--- src/rtl/regfile_dump_ctrl.sv ---
// -----------------------------------------------------------------------------
// regfile_dump_ctrl
// Streams the whole register file, big-endian, one byte at a time to the
// debug UART transmit path. While a dump runs, o_busy also freezes the
// pipeline so the register contents stay put.
//
// Ports
//   clk           system clock, rising edge
//   i_rst_n       synchronous active-low reset
//   i_start       dump request (honoured only when idle)
//   i_abort       stop at the next byte boundary (or at once while loading)
//   o_rd_addr     register-file read address (async read port)
//   i_rd_data     register-file read data for o_rd_addr
//   o_tx_data     byte to transmit
//   o_tx_valid    o_tx_data is valid
//   i_tx_ready    consumer accepts the byte
//   o_busy        dump in progress / pipeline freeze request
//   o_done        one-cycle pulse after a complete dump
//
// state   | meaning
// --------+---------------------------------------------------------------
// IDLE    | waiting for i_start
// LOAD    | capture register r_index into the shift register
// SEND    | present MS byte, shift on each accepted byte
// DONE    | one-cycle completion pulse
// -----------------------------------------------------------------------------
module regfile_dump_ctrl #(
   parameter int NB_DATA = 32,
   parameter int NB_ADDR = 5,
   parameter int NB_BYTE = 8
) (
   input  logic               clk,
   input  logic               i_rst_n,
   input  logic               i_start,
   input  logic               i_abort,
   output logic [NB_ADDR-1:0] o_rd_addr,
   input  logic [NB_DATA-1:0] i_rd_data,
   output logic [NB_BYTE-1:0] o_tx_data,
   output logic               o_tx_valid,
   input  logic               i_tx_ready,
   output logic               o_busy,
   output logic               o_done
);

   localparam int NB_BYTES = NB_DATA / NB_BYTE;
   localparam int NB_BCNT  = (NB_BYTES > 1) ? $clog2(NB_BYTES) : 1;
   localparam logic [NB_BCNT-1:0] BCNT_LAST = NB_BCNT'(NB_BYTES - 1);
   localparam logic [NB_ADDR-1:0] IDX_LAST  = '1;

   typedef enum logic [1:0] {
      ST_IDLE = 2'd0,
      ST_LOAD = 2'd1,
      ST_SEND = 2'd2,
      ST_DONE = 2'd3
   } state_t;

   state_t             r_state;
   state_t             w_state_nxt;
   logic [NB_ADDR-1:0] r_index;
   logic [NB_ADDR-1:0] w_index_nxt;
   logic [NB_DATA-1:0] r_shift;
   logic [NB_DATA-1:0] w_shift_nxt;
   logic [NB_BCNT-1:0] r_bcnt;
   logic [NB_BCNT-1:0] w_bcnt_nxt;
   logic               r_abort;
   logic               w_abort_nxt;
   logic               w_abort_any;
   logic               w_xfer;

   always_ff @(posedge clk) begin
      if (!i_rst_n) begin
         r_state <= ST_IDLE;
         r_index <= '0;
         r_shift <= '0;
         r_bcnt  <= '0;
         r_abort <= 1'b0;
      end else begin
         r_state <= w_state_nxt;
         r_index <= w_index_nxt;
         r_shift <= w_shift_nxt;
         r_bcnt  <= w_bcnt_nxt;
         r_abort <= w_abort_nxt;
      end
   end

   always_comb begin
      w_state_nxt = r_state;
      w_index_nxt = r_index;
      w_shift_nxt = r_shift;
      w_bcnt_nxt  = r_bcnt;
      w_abort_nxt = r_abort;
      o_tx_valid  = 1'b0;
      o_busy      = 1'b0;
      o_done      = 1'b0;
      w_xfer      = 1'b0;
      // a same-cycle abort counts as well as one latched earlier
      w_abort_any = i_abort | r_abort;

      case (r_state)
         ST_IDLE: begin
            if (i_start) begin
               w_index_nxt = '0;
               w_state_nxt = ST_LOAD;
            end
         end
         ST_LOAD: begin
            o_busy     = 1'b1;
            w_bcnt_nxt = '0;
            if (w_abort_any) begin
               w_state_nxt = ST_IDLE;
            end else begin
               w_shift_nxt = i_rd_data;
               w_state_nxt = ST_SEND;
            end
         end
         ST_SEND: begin
            o_busy     = 1'b1;
            o_tx_valid = 1'b1;
            w_xfer     = i_tx_ready;
            if (w_xfer) begin
               w_shift_nxt = r_shift << NB_BYTE;
               w_bcnt_nxt  = r_bcnt + 1'b1;
               if (w_abort_any) begin
                  w_state_nxt = ST_IDLE;
               end else if (r_bcnt == BCNT_LAST) begin
                  // last register: no index increment, so the index never wraps
                  if (r_index == IDX_LAST) begin
                     w_state_nxt = ST_DONE;
                  end else begin
                     w_index_nxt = r_index + 1'b1;
                     w_state_nxt = ST_LOAD;
                  end
               end
            end
         end
         ST_DONE: begin
            o_busy      = 1'b1;
            o_done      = 1'b1;
            w_state_nxt = ST_IDLE;
         end
         default: begin
            w_state_nxt = ST_IDLE;
         end
      endcase

      if (r_state != ST_IDLE) begin
         w_abort_nxt = r_abort | i_abort;
      end
      if (w_state_nxt == ST_IDLE) begin
         w_abort_nxt = 1'b0;
      end
   end

   assign o_rd_addr = r_index;
   assign o_tx_data = r_shift[NB_DATA-1 -: NB_BYTE];

endmodule

--- config.mk ---
export PLATFORM = sky130hd
export DESIGN_NAME = regfile_dump_ctrl
export DESIGN_NICKNAME = d
export VERILOG_FILES = /design/src/rtl/regfile_dump_ctrl.sv
export SDC_FILE = /design/constraint.sdc
export NUM_CORES = 1
export LEC_CHECK = 0
export CAP_MARGIN = 5
export CORE_MARGIN = 1
export CORE_UTILIZATION = 46
export CTS_BUF_LIST = sky130_fd_sc_hd__clkbuf_2
export DETAILED_ROUTE_END_ITERATION = 10
export PLACE_DENSITY = 0.84
export SLEW_MARGIN = 10
export SYNTH_ARGS = -nofsm -noshare
export SYNTH_HDL_FRONTEND = slang
export SYNTH_SLANG_ARGS = --single-unit
--- constraint.sdc ---
create_clock -name clk -period 1.6 [get_ports clk]
set_input_delay 0.32 -clock clk [delete_from_list [all_inputs] [get_ports clk]]
set_output_delay 0.32 -clock clk [all_outputs]
set_load 0.005 [all_outputs]
# --- After elaboration in Yosys (flattened, before gate mapping) ---
# Cells that the tools add are included.
word_totals:
  mem_bits_rw: 0
  memories: 0
  mem_bits_ro: 0
  out_inout_bits: 16
  in_bits: 37
  latch_bits: 0
  reg_bits: 42
classes:
  addsub: 2
  reduce_logical: 10
  eq_ne: 11
  div_mod_pow: 0
  bitwise_logic: 2
  magnitude_cmp: 0
  n_shift: 0
  muxes: 21
  n_mul: 0
op_table:
  columns: ["op", "n"]
  rows:
  - ["$mux 32", 2]
  - ["$pmux 32 s2", 1]
  - ["$mux 5", 5]
  - ["$mux 2", 7]
  - ["$ne 2x2->1 const B", 6]
  - ["$pmux 5 s2", 1]
  - ["$pmux 2 s4", 1]
  - ["$eq 2x2->1 const B", 3]
  - ["$reduce_and 6->1", 1]
  - ["$reduce_bool 2->1", 3]
  - ["$add 5x1->5 const B", 1]
  - ["$eq 5x5->1 const B", 1]
  - ["$logic_not 2->1", 2]
  - ["$pmux 2 s2", 1]
  - ["$mux 1", 3]
  - ["$reduce_and 3->1", 1]
  - ["$reduce_or 3->1", 1]
  - ["$add 2x1->2 const B", 1]
  - ["$eq 2x1->1 const B", 1]
  - ["$reduce_and 2->1", 1]
  - ["$reduce_or 2->1", 1]
  - ["$not 1->1", 1]
  - ["$or 1x1->1", 1]

# --- Longest topological paths before layout ---
depth:
  depth_word: 8
  depth_mapped: 7
  depth_no_buf: 7

# --- Worst setup path after synthesis ---
# OpenSTA, ideal clock, no wires.
synth_path:
  path_kind: "reg2reg"
  from: "register r_index[0], in the netlist o_rd_addr[0]"
  to: "register r_index[2], in the netlist o_rd_addr[2]"
  stages_incl_launch_ff: 8
  slack_ns: -0.140
  arrival_ns: 1.671
  n_path_buf: 0
  setup_time_ns: 0.070
  synth_period_minus_slack_ns: 1.740
  cell_sequence: "dfxtp_1 -> ha_1 -> and3_1 -> ha_1 -> nor2b_1 -> a31oi_1 -> or3_1 -> a21oi_1"
synth_between:
  elab_chain_len: 6
  word_cells_on_any_way: 9
  classes_between: "add/sub: 1; eq/ne: 2; mux: 5; reduce/logical: 1"
synth_rtl:
  columns: ["element", "line_no", "text"]
  rows:
  - ["from (decl)", "59", "logic [NB_ADDR-1:0] r_index;"]
  - ["from (signal assigned)", "79", "r_index <= w_index_nxt;"]
  - ["$add 5x1->5", "130", "w_index_nxt = r_index + 1'b1;"]
  - ["$mux 5", "127", "if (r_index == IDX_LAST) begin"]
  - ["$mux 5", "125", "end else if (r_bcnt == BCNT_LAST) begin"]
  - ["$mux 5", "123", "if (w_abort_any) begin"]
  - ["$mux 5", "120", "if (w_xfer) begin"]
  - ["$pmux 5 s2", "99", "case (r_state)"]
# Parallel ways exist; a longest one is shown, timed or not. The select of a mux whose other input is x is not followed.
# A chain may end at the register's enable or synchronous reset.

# --- Worst setup path after layout ---
layout_path:
  from: "register r_index[0], in the netlist o_rd_addr[0]"
  to: "register r_index[3], in the netlist o_rd_addr[3]"
# The elaborated chain is that of the path after synthesis.

==> flow_summary_export.csv <==
group,metric,value,unit
worst_setup_path,cp.arrival,2.09,ns
floorplan,core_area,4350,um^2
sta,slew_headroom,73.8,%
worst_setup_path,crit_path_end_kind,"register",
yosys,avgSynthCellArea,8.88,um^2
yosys,synth_top_cell_by_area,"dfxtp_1",
yosys,synthFlopType,"dfxtp_1",
yosys,synth_top_family_by_area,"compound AO/OA/AOI/OAI gates",
sta,worst_slack,-0.102,ns
sta,fin_tns_setup,-1.33,ns
cts,clockBufferDepth,2,
global_route,grt_max_degree,36,
status,violations,"setup timing",
cells_and_area,final_cell_mix,"nand2_1, clkdlybuf4s50_1, nor2_1",
global_route,grt_pass1_vias,1937,
floorplan,pin_count,53,
power,leakagePower,0.00115,uW
global_route,grt_overflow,0,
cts,cts.sinks,42,
cts,cts.clk_slew.worst_paths,0.24,ns
yosys,yosys_warnings,0,
cells_and_area,area_growth,43.2,%
global_route,grt_util_all_layers,22.0,%
power,vdd_drop_max,0.000385,V
worst_setup_path,cp-start-kind,"register",
yosys,synth_top_area_share,40.5,%
sta,fin_crit,1.70,ns
yosys,synth-edff-count,0,
place,gp_congestion,0.785,
place,dp_hpwl,3320,um
route,vias,1939,
yosys,ys_ff_latch,42,
sta,finalCritPeriodShare,106,%
yosys,syn_inst,234,
worst_setup_path,cp.required,1.99,ns
yosys,synth_adder_area_share,1.81,%
sta,finalHoldViolations,0,
status,status,"finished with violations",
yosys,synth.area.top_cells,"dfxtp_1, a311oi_2, nand2_1, nor2_1, buf_4",
cells_and_area,drive_above_1_share,32.9,%
floorplan,rows,24,
hold_path,hp-class,"in -> reg",
cts,htreeDepth,2,
yosys,synth_nets,274,
worst_setup_path,worstPathMaxFanout,4,
cells_and_area,nets,337,
cts,clk_latency,0.44,ns
sta,report.final.slew_viol_count,0,
cells_and_area,diodes,0,
cts,cts_tree,"yes",
route,drt_iter0_markers,111,
worst_setup_path,crit_type,"reg -> reg",
floorplan,fp.dieH,69.2,um
yosys,yosys.cell_types.count,40,
cts,hold_buffers,0,
route,dr.pass1.iters,4,
cells_and_area,fin_area,2980,um^2
sta,tightestPinTransition,0.392,ns
yosys,synth-compound-area-share,25.8,%
yosys,synth_area,2080,um^2
yosys,synth_simple_gate_area_share,22.4,%
yosys,async_reset_ff_share,0,%
route,wirelength,5250,um
sta,fmax,0.588,GHz
route,wl_per_cell,15.0,um
power,power_density,725,nW/um^2
run,cap_violations,0,
cells_and_area,final_common_cell,"nand2_1",
global_route,grt_first_pass_wirelength,8470,um
sta,setup_viol,32,
route,drcViolationCount,0,
yosys,synthXorXnorAreaFrac,0,%
floorplan,dieArea,4790,um^2
route,postRouteAntennaNets,0,
cts,cts_buffers,5,
route,post_drt_via_cell_ratio,5.54,
place,placed_area,2700,um^2
floorplan,die_x,69.2,um
sta,rsz0062_at_grt,"true",
floorplan,initial_core_util,47.7,%
yosys,ys_seq_area_share,40.5,%
place,portBuffers,52,
global_route,grt_antenna_before_repair,0,
yosys,muxShareOfSynthArea,0.482,%
cts,cts-root-buf,"clkbuf_2",
sta,fin_worst_skew,0.0259,ns
## per-layer routing
| metal | global-route usage [%] | vias up | part of all wire (%) |
|---|---|---|---|
| met5 | 0 | - | 0 |
| met4 | 10.2 | 0 | 2.4 |
| met3 | 4.07 | 12 | 3.9 |
| met2 | 38.9 | 50 | 52 |
| met1 | 25.6 | 932 | 42 |
| li1 | - | 945 | - |
## worst max-delay path, stage by stage (launching register included)
cell,delay [ns]
dfxtp_2,0.39
ha_4,0.15
and3_4,0.18
ha_4,0.16
nor2b_4,0.15
a31oi_4,0.12
or3_4,0.40
a21oi_2,0.12
## path summary, 6_finish.rpt
| path | from | end | slack [ns] | cells after the start |
|---|---|---|---|---|
| worst min register to register | r_shift[2] | r_shift[10] | 0.49 | 2 |
| worst max-delay path | o_rd_addr[0] | o_rd_addr[3] | -0.10 | 7 |
| worst max register to register | o_rd_addr[0] | o_rd_addr[3] | -0.10 | 7 |
| worst min-delay path | i_rd_data[29] | r_shift[29] | 0.44 | 3 |
## synth_stat cells (2+ instances only)
library cell	count
a21oi_1	6
a22oi_1	8
a311oi_1	4
a311oi_2	20
and2_1	2
buf_2	7
buf_4	9
buf_6	5
clkbuf_1	5
dfxtp_1	42
ha_1	3
nand2_1	55
nand2b_1	2
nor2_1	36
o21ai_0	3
o22ai_1	2
or3_1	2
## logic make-up (layout without fill, tap and decap cells)
| logic type | count (synthesis) | after routing |
|---|---|---|
| AOI/OAI and AO/OA | 53 | 53 |
| muxes | 1 | 1 |
| adders and majority gates | 3 | 3 |
| DFF | 42 | 42 |
| buffers and inverters | 29 | 93 |
| and+or+nand+nor | 106 | 106 |
## power breakdown
part | leakage [uW] | total [uW] | internal (uW) | switching (uW)
sequential | 0.000349 | 1140 | 1110 | 33.2
clock | 0.0000296 | 502 | 116 | 386
combinational | 0.000773 | 515 | 280 | 234
total | 0.00115 | 2160 | 1500 | 654
## flip-flops by register name (all words and copies together) (netlist names)
signal	cells
o_rd_addr	5
r_abort	1
r_bcnt	2
r_shift	32
r_state	2
## per-stage QoR
step	utilization (%)	hold WS, ns	cells	power [uW]	setup slack, ns
after CTS	66.4	0.436	349	2120	-0.103
after global routing	68.4	0.431	350	2250	-0.164
after detailed placement	62.1	0.471	331	1610	-0.285
after floorplan	-	0.455	234	1430	-0.00761
after global placement	62.1	0.463	331	1590	-0.202
final	68.4	0.440	350	2160	-0.102
## timing repair
action,in CTS,in global routing
endpoints found under the setup margin,23,41
pin swaps,11,8
buffers inserted,9,2
gates resized for setup,48,20
cloned,1,1
## area by class of cell
cell class                      count  area [um^2]
Fill cell                         322         1380
Clock buffer                        5         25.0
Sequential cell                    42          862
Inverter                            3         16.3
Timing Repair Buffer               82          815
Tap cell                           52         65.1
Clock inverter                      3         25.0
Multi-Input combinational cell    163         1170
Power figures use the tool's default switching activity.
